**config.mk**
```make
export PLATFORM = sky130hd
export DESIGN_NAME = alu_seq_nibble
export DESIGN_NICKNAME = d
export VERILOG_FILES = /design/src/rtl/alu_seq_nibble.sv
export SDC_FILE = /design/constraint.sdc
export NUM_CORES = 1
export LEC_CHECK = 0
export CORE_MARGIN = 5
export CORE_UTILIZATION = 25
export DETAILED_ROUTE_END_ITERATION = 16
export MAX_ROUTING_LAYER = met4
export PLACE_DENSITY = 0.57
export RECOVER_POWER = 25
export SYNTH_ARGS = -nofsm -noshare
export SYNTH_HDL_FRONTEND = slang
export SYNTH_SLANG_ARGS = --single-unit
```
**constraint.sdc**
```tcl
create_clock -name clk -period 5.12 [get_ports clk]
set_input_delay 1.024 -clock clk [delete_from_list [all_inputs] [get_ports clk]]
set_output_delay 1.024 -clock clk [all_outputs]
set_load 0.01 [all_outputs]
```
**src/rtl/alu_seq_nibble.sv**
```systemverilog
// ---------------------------------------------------------------------------
// alu_seq_nibble -- multi-cycle WIDTH-bit ALU built around a single 4-bit
// carry-lookahead slice (cla_4). One nibble is processed per clock, LSB first.
// The slice exports group P/G but no carry out, so the nibble-to-nibble
// carry is formed here as G | (P & Cin).
//
// Ports (alu_seq_nibble):
//   clk        in   1      clock, rising edge
//   rst        in   1      synchronous active-high reset
//   start      in   1      operation request, accepted only when idle
//   op         in   3      000 AND, 001 OR, 010 ADD, 100 XOR, 101 NOR,
//                          110 SUB, 111 SLT, 011 reserved (result 0)
//   a, b       in   WIDTH  operands, sampled on the accepted-start edge
//   busy       out  1      high while nibbles are being processed
//   done       out  1      one-cycle pulse, result and flags valid
//   result     out  WIDTH  result register
//   carry_out  out  1      final carry (SUB/SLT: 1 = no borrow)
//   overflow   out  1      signed overflow for ADD/SUB/SLT
//   zero       out  1      final result == 0
//
// Ports (cla_4):
//   i_a, i_b, i_cin         nibble operands and carry in
//   o_sum                   4-bit sum
//   o_and/o_or/o_xor/o_nor  bitwise results
//   o_p, o_g                group propagate / generate
// ---------------------------------------------------------------------------

module cla_4 (
  input  logic [3:0] i_a,
  input  logic [3:0] i_b,
  input  logic       i_cin,
  output logic [3:0] o_sum,
  output logic [3:0] o_and,
  output logic [3:0] o_or,
  output logic [3:0] o_xor,
  output logic [3:0] o_nor,
  output logic       o_p,
  output logic       o_g
);
  logic [3:0] w_p;
  logic [3:0] w_g;
  logic [3:0] w_c;

  for (genvar gi = 0; gi < 4; gi++) begin : g_bit
    assign w_p[gi]   = i_a[gi] ^ i_b[gi];
    assign w_g[gi]   = i_a[gi] & i_b[gi];
    assign o_sum[gi] = w_p[gi] ^ w_c[gi];
    assign o_and[gi] = i_a[gi] & i_b[gi];
    assign o_or[gi]  = i_a[gi] | i_b[gi];
    assign o_xor[gi] = i_a[gi] ^ i_b[gi];
    assign o_nor[gi] = ~(i_a[gi] | i_b[gi]);
  end

  // Internal carries flattened (lookahead) rather than rippled.
  assign w_c[0] = i_cin;
  assign w_c[1] = w_g[0] | (w_p[0] & i_cin);
  assign w_c[2] = w_g[1] | (w_p[1] & w_g[0]) | (w_p[1] & w_p[0] & i_cin);
  assign w_c[3] = w_g[2] | (w_p[2] & w_g[1]) | (w_p[2] & w_p[1] & w_g[0])
                | (w_p[2] & w_p[1] & w_p[0] & i_cin);

  assign o_p = &w_p;
  assign o_g = w_g[3] | (w_p[3] & w_g[2]) | (w_p[3] & w_p[2] & w_g[1])
             | (w_p[3] & w_p[2] & w_p[1] & w_g[0]);
endmodule

module alu_seq_nibble #(
  parameter int WIDTH = 32
) (
  input  logic             clk,
  input  logic             rst,
  input  logic             start,
  input  logic [2:0]       op,
  input  logic [WIDTH-1:0] a,
  input  logic [WIDTH-1:0] b,
  output logic             busy,
  output logic             done,
  output logic [WIDTH-1:0] result,
  output logic             carry_out,
  output logic             overflow,
  output logic             zero
);
  localparam int NIBBLES = WIDTH / 4;
  localparam int NW      = (NIBBLES > 1) ? $clog2(NIBBLES) : 1;

  localparam logic [2:0] OP_AND = 3'b000;
  localparam logic [2:0] OP_OR  = 3'b001;
  localparam logic [2:0] OP_ADD = 3'b010;
  localparam logic [2:0] OP_XOR = 3'b100;
  localparam logic [2:0] OP_NOR = 3'b101;
  localparam logic [2:0] OP_SUB = 3'b110;
  localparam logic [2:0] OP_SLT = 3'b111;

  typedef enum logic [1:0] {S_IDLE, S_RUN, S_DONE} state_t;

  state_t           r_state;
  state_t           w_state_next;
  logic [NW-1:0]    r_nib;
  logic [WIDTH-1:0] r_a;
  logic [WIDTH-1:0] r_b;
  logic [2:0]       r_op;
  logic             r_carry;
  logic [WIDTH-1:0] r_result;
  logic             r_carry_out;
  logic             r_overflow;
  logic             r_zero;

  logic             w_sub;
  logic             w_arith;
  logic             w_last;
  logic [WIDTH-1:0] w_b_eff;
  logic [NW+1:0]    w_bit_idx;
  logic [3:0]       w_sl_a;
  logic [3:0]       w_sl_b;
  logic [3:0]       w_sum;
  logic [3:0]       w_and;
  logic [3:0]       w_or;
  logic [3:0]       w_xor;
  logic [3:0]       w_nor;
  logic             w_p;
  logic             w_g;
  logic             w_cout;
  logic [3:0]       w_nib_res;
  logic [WIDTH-1:0] w_result_upd;
  logic             w_ovf;
  logic [WIDTH-1:0] w_final_result;

  assign w_sub     = (r_op == OP_SUB) || (r_op == OP_SLT);
  assign w_arith   = w_sub || (r_op == OP_ADD);
  assign w_last    = (r_nib == NW'(NIBBLES - 1));
  assign w_b_eff   = w_sub ? ~r_b : r_b;
  assign w_bit_idx = {r_nib, 2'b00};
  assign w_sl_a    = r_a[w_bit_idx +: 4];
  assign w_sl_b    = w_b_eff[w_bit_idx +: 4];

  cla_4 u_slice (
    .i_a   (w_sl_a),
    .i_b   (w_sl_b),
    .i_cin (r_carry),
    .o_sum (w_sum),
    .o_and (w_and),
    .o_or  (w_or),
    .o_xor (w_xor),
    .o_nor (w_nor),
    .o_p   (w_p),
    .o_g   (w_g)
  );

  assign w_cout = w_g | (w_p & r_carry);

  always_comb begin
    w_nib_res = 4'h0;
    case (r_op)
      OP_ADD, OP_SUB, OP_SLT: w_nib_res = w_sum;
      OP_AND:                 w_nib_res = w_and;
      OP_OR:                  w_nib_res = w_or;
      OP_XOR:                 w_nib_res = w_xor;
      OP_NOR:                 w_nib_res = w_nor;
      default:                w_nib_res = 4'h0;
    endcase
  end

  always_comb begin
    w_result_upd = r_result;
    w_result_upd[w_bit_idx +: 4] = w_nib_res;
  end

  // On the last nibble w_sum[3] is the sum MSB; overflow, the SLT fixup and
  // zero are resolved on that edge so they are already valid in the done cycle.
  assign w_ovf = w_arith & (r_a[WIDTH-1] == w_b_eff[WIDTH-1])
                         & (w_sum[3] != r_a[WIDTH-1]);
  assign w_final_result = (r_op == OP_SLT)
                        ? {{(WIDTH-1){1'b0}}, w_sum[3] ^ w_ovf}
                        : w_result_upd;

  // State register
  always_ff @(posedge clk) begin
    if (rst) r_state <= S_IDLE;
    else     r_state <= w_state_next;
  end

  // Next state and handshake outputs
  always_comb begin
    w_state_next = r_state;
    busy         = 1'b0;
    done         = 1'b0;
    case (r_state)
      S_IDLE: if (start) w_state_next = S_RUN;
      S_RUN: begin
        busy = 1'b1;
        if (w_last) w_state_next = S_DONE;
      end
      S_DONE: begin
        done         = 1'b1;
        w_state_next = S_IDLE;
      end
      default: w_state_next = S_IDLE;
    endcase
  end

  // Datapath
  always_ff @(posedge clk) begin
    if (rst) begin
      r_nib       <= '0;
      r_a         <= '0;
      r_b         <= '0;
      r_op        <= '0;
      r_carry     <= 1'b0;
      r_result    <= '0;
      r_carry_out <= 1'b0;
      r_overflow  <= 1'b0;
      r_zero      <= 1'b0;
    end else begin
      case (r_state)
        S_IDLE: begin
          if (start) begin
            r_a     <= a;
            r_b     <= b;
            r_op    <= op;
            r_nib   <= '0;
            r_carry <= (op == OP_SUB) || (op == OP_SLT);
          end
        end
        S_RUN: begin
          r_carry <= w_cout;
          r_nib   <= r_nib + 1'b1;
          if (w_last) begin
            r_result    <= w_final_result;
            r_carry_out <= w_arith & w_cout;
            r_overflow  <= w_ovf;
            r_zero      <= (w_final_result == '0);
          end else begin
            r_result <= w_result_upd;
          end
        end
        default: ;
      endcase
    end
  end

  assign result    = r_result;
  assign carry_out = r_carry_out;
  assign overflow  = r_overflow;
  assign zero      = r_zero;
endmodule
```
==> impl_results.md <==
* Status: finished with violations
* Failing checks: capacitance limit, slew limit
* Hold wc startpoint: r_b[21]
* Final Hold Vio Count at 0
* Clock power share at 37.6%
* Total number of vias at 4981
* CTS Buf Count at 9
* Switch share at 27.1%
* Fin nets at 840
* GRT Total Usage at 13.4%
* GRT overflow at 0
* Number of fillers in the final layout at 2323
* Final setup viols at 0
* Pre-CTS WS at 1.09 ns
* Cell area after synthesis at 0.00545 sq mm
* Core ar. at 0.0216 sq mm
* Worst-path clk slew at 0.07 ns
* Synth top area share at 39.7%
* Post-CTS setup buffer count at 0
* Register share of total power at 46.7%
* Detailed router's first-iteration violation count at 351
* Least-Margin Pin Slew at 3.55 ns
* Commonest cells after routing, fill and taps aside: 167 x nand2_1, 107 x dfxtp_1, 84 x a21oi_1, 73 x clkdlybuf4s50_1, 53 x nor2_1
* Critical Path Start Type: input port
* Final WS setup at 0.725 ns
* Setup TNS at 0 ns
* Seq cells post-synth at 108
* Routed WL at 16.1 mm
* Final instance area at 0.00704 sq mm
* Clock sink total at 108
* Placed Area at 0.00673 sq mm
* Synth area leader: dfxtp_1
* DIE HEIGHT at 158 um
* Vias per inst at 4.80
* Maximum VDD drop at 0.000146 V
* Clk Latency, worst-skew pair at 0.35 ns
* Ys Warns at 0
* I/O Pins at 107
* Row count at 54
* Crit end category: flop
* Final Slew Violations at 81
* Clock Skews at 0.00874 ns
* Chip width at 158 um
* Fin util at 32.6%
* Post-DP HPWL at 11.9 mm
* Setup crit start: rst
* CTS H-tree lvls at 3
* Share of cells above drive strength 1 at 6.21%
* Logic gate share of total power at 15.7%
* Largest net degree at the start of global routing at 81
* Antenna cells at 0
* Cell Int Power at 0.00142 W
* PortBufs at 106
* DR DRC count at 0
* CTS-repair resized insts at 0
* Cell Pwr Density at 276 mW/mm^2
* Synth top area cells: dfxtp_1 40%, nand2_1 12%, a21oi_1 7.7%
* Period utilization at 85.8%
* Vias in the first global route at 4810
* Post-Syn Area per Cell at 8.10 sq um
* Leak pwr at 2.62 nW
* Max clock buf depth at 2
* DRT Pass-1 Iters at 5
* Min Tclk post-route at 4.40 ns
* Initial Util at 25.2%
* Worst slew margin at -136%
* DRT antenna net count at 0
* Number of flops mapped to enable cells by yosys at 0
* RSZ-0062 raised after global routing: false
* Global-route wire length before repair at 25.9 mm
* Full die area at 0.0249 sq mm
* Commonest non-fill, non-tap cell in the layout: nand2_1
* Net Sw Power at 0.000525 W
* Max_cap viols at 1
* Crit path required time at 5.35 ns
* Post-synthesis sequential area ratio at 39.7%
* Hold WC Path Type: flop to flop
* Achievable clock frequency at 0.228 GHz
* R2r startpoint: r_nib[0]
* Placer Congestion at 0.956
* CP max FO at 80
* Synth Flop Type: dfxtp_1
* Crit path DAT at 4.62 ns
* Synth unique cells at 62
* Cts hold-fix bufs at 0
* Crit Path Category: input port to flop
* Area added between synthesis and finish at 29.1%
* CTS root buffer: clkbuf_16
* Post-synthesis async set-or-reset flop share at 0%
* Clock tree from TritonCTS: built
* Syn_nets at 761
* Initial antenna violation count at 0
* DR WL/cell at 15.5 um
* Post-Synthesis Cells at 673
==> layout make-up <==
| type | count | area, sq um | share of cell area, % |
|---|---|---|---|
| Sequential cell | 108 | 2160 | 30.7 |
| Tap cell | 280 | 350 | 4.98 |
| Timing Repair Buffer | 110 | 1090 | 15.6 |
| Clock inverter | 6 | 76.3 | 1.08 |
| Clock buffer | 10 | 239 | 3.40 |
| Inverter | 20 | 75.1 | 1.07 |
| Multi-Input combinational cell | 503 | 3040 | 43.2 |
==> registers in the layout (all words and copies together), names as in the netlist, 2 cells and up <==
register and cells:
r_a 32, r_b 32, result 32, r_nib 3, r_op 3, r_state 2
==> synthesized netlist by cell type (all sizes together) (2+ instances only) <==
cell type  instances
a21o               2
o21ai             16
a21oi             84
or4                3
and3               3
mux4              16
inv               20
xnor2              6
a22oi             35
nand2            167
mux2i              7
nor2              53
buf                9
nand4              2
xor2               4
a211oi             3
nor3               9
dfxtp            108
o22ai              2
o211ai             3
nor4               3
nand3              8
a22o               3
nor2b              4
ha                17
or3                4
o32ai              2
a221oi             2
a31oi              2
nand2b             9
clkbuf            33
and2               8
nor4bb             2
o21bai             2
==> logic make-up (layout without fill, tap and decap cells) <==
family / count (synthesis) / in the layout / synth area share (%)
AO/OA/AOI/OAI: 167 / 167 / 18.8
AND/OR/NAND/NOR: 283 / 283 / 22.7
buffers and inverters: 62 / 146 / 4.66
multiplexers: 24 / 24 / 8.10
flip-flops: 108 / 108 / 39.7
XOR/XNOR: 10 / 10 / 1.61
adder cells (fa/ha/maj): 19 / 19 / 4.45
==> worst paths after layout <==
path	cells after the start	slack, ns	to
setup / recovery	5	0.72	zero
hold / removal	2	0.45	r_b[21]
setup reg to reg	11	1.02	result[3]
hold reg to reg	2	0.45	r_b[21]
==> metal layers <==
layer / vias up / share of wire [%] / global-route usage [%]
li1: 2494 / - / -
met1: 2374 / 48 / 18.2
met2: 96 / 47 / 20.6
met3: 17 / 2.9 / 1.94
met4: 0 / 1.8 / 4.63
met5: - / 0 / -
==> metrics by stage <==
stage	total power (W)	hold WS, ns	std cells
6_report	0.00194	0.454	1037
3_3_place_gp	0.00123	0.441	1021
3_5_place_dp	0.00123	0.445	1021
4_1_cts	0.00197	0.455	1037
2_1_floorplan	0.00111	0.433	673
5_1_grt	0.00204	0.473	1037
==> power by group through the flow <==
stage               clock, W  sequential [W]  combinational (W)
global route        0.000793        0.000913           0.000337
global placement           0        0.000927           0.000303
detailed placement         0        0.000927           0.000304
floorplan                  0        0.000908           0.000204
CTS                 0.000753        0.000907           0.000305
finish              0.000730        0.000907           0.000304
==> worst max-delay path, cell delays in order <==
cell and delay (ns):
clkbuf_2 0.49, clkbuf_1 2.55, a21oi_1 0.12, a41oi_1 0.35, a31oi_1 0.06
(Power assumes the default switching activity.)
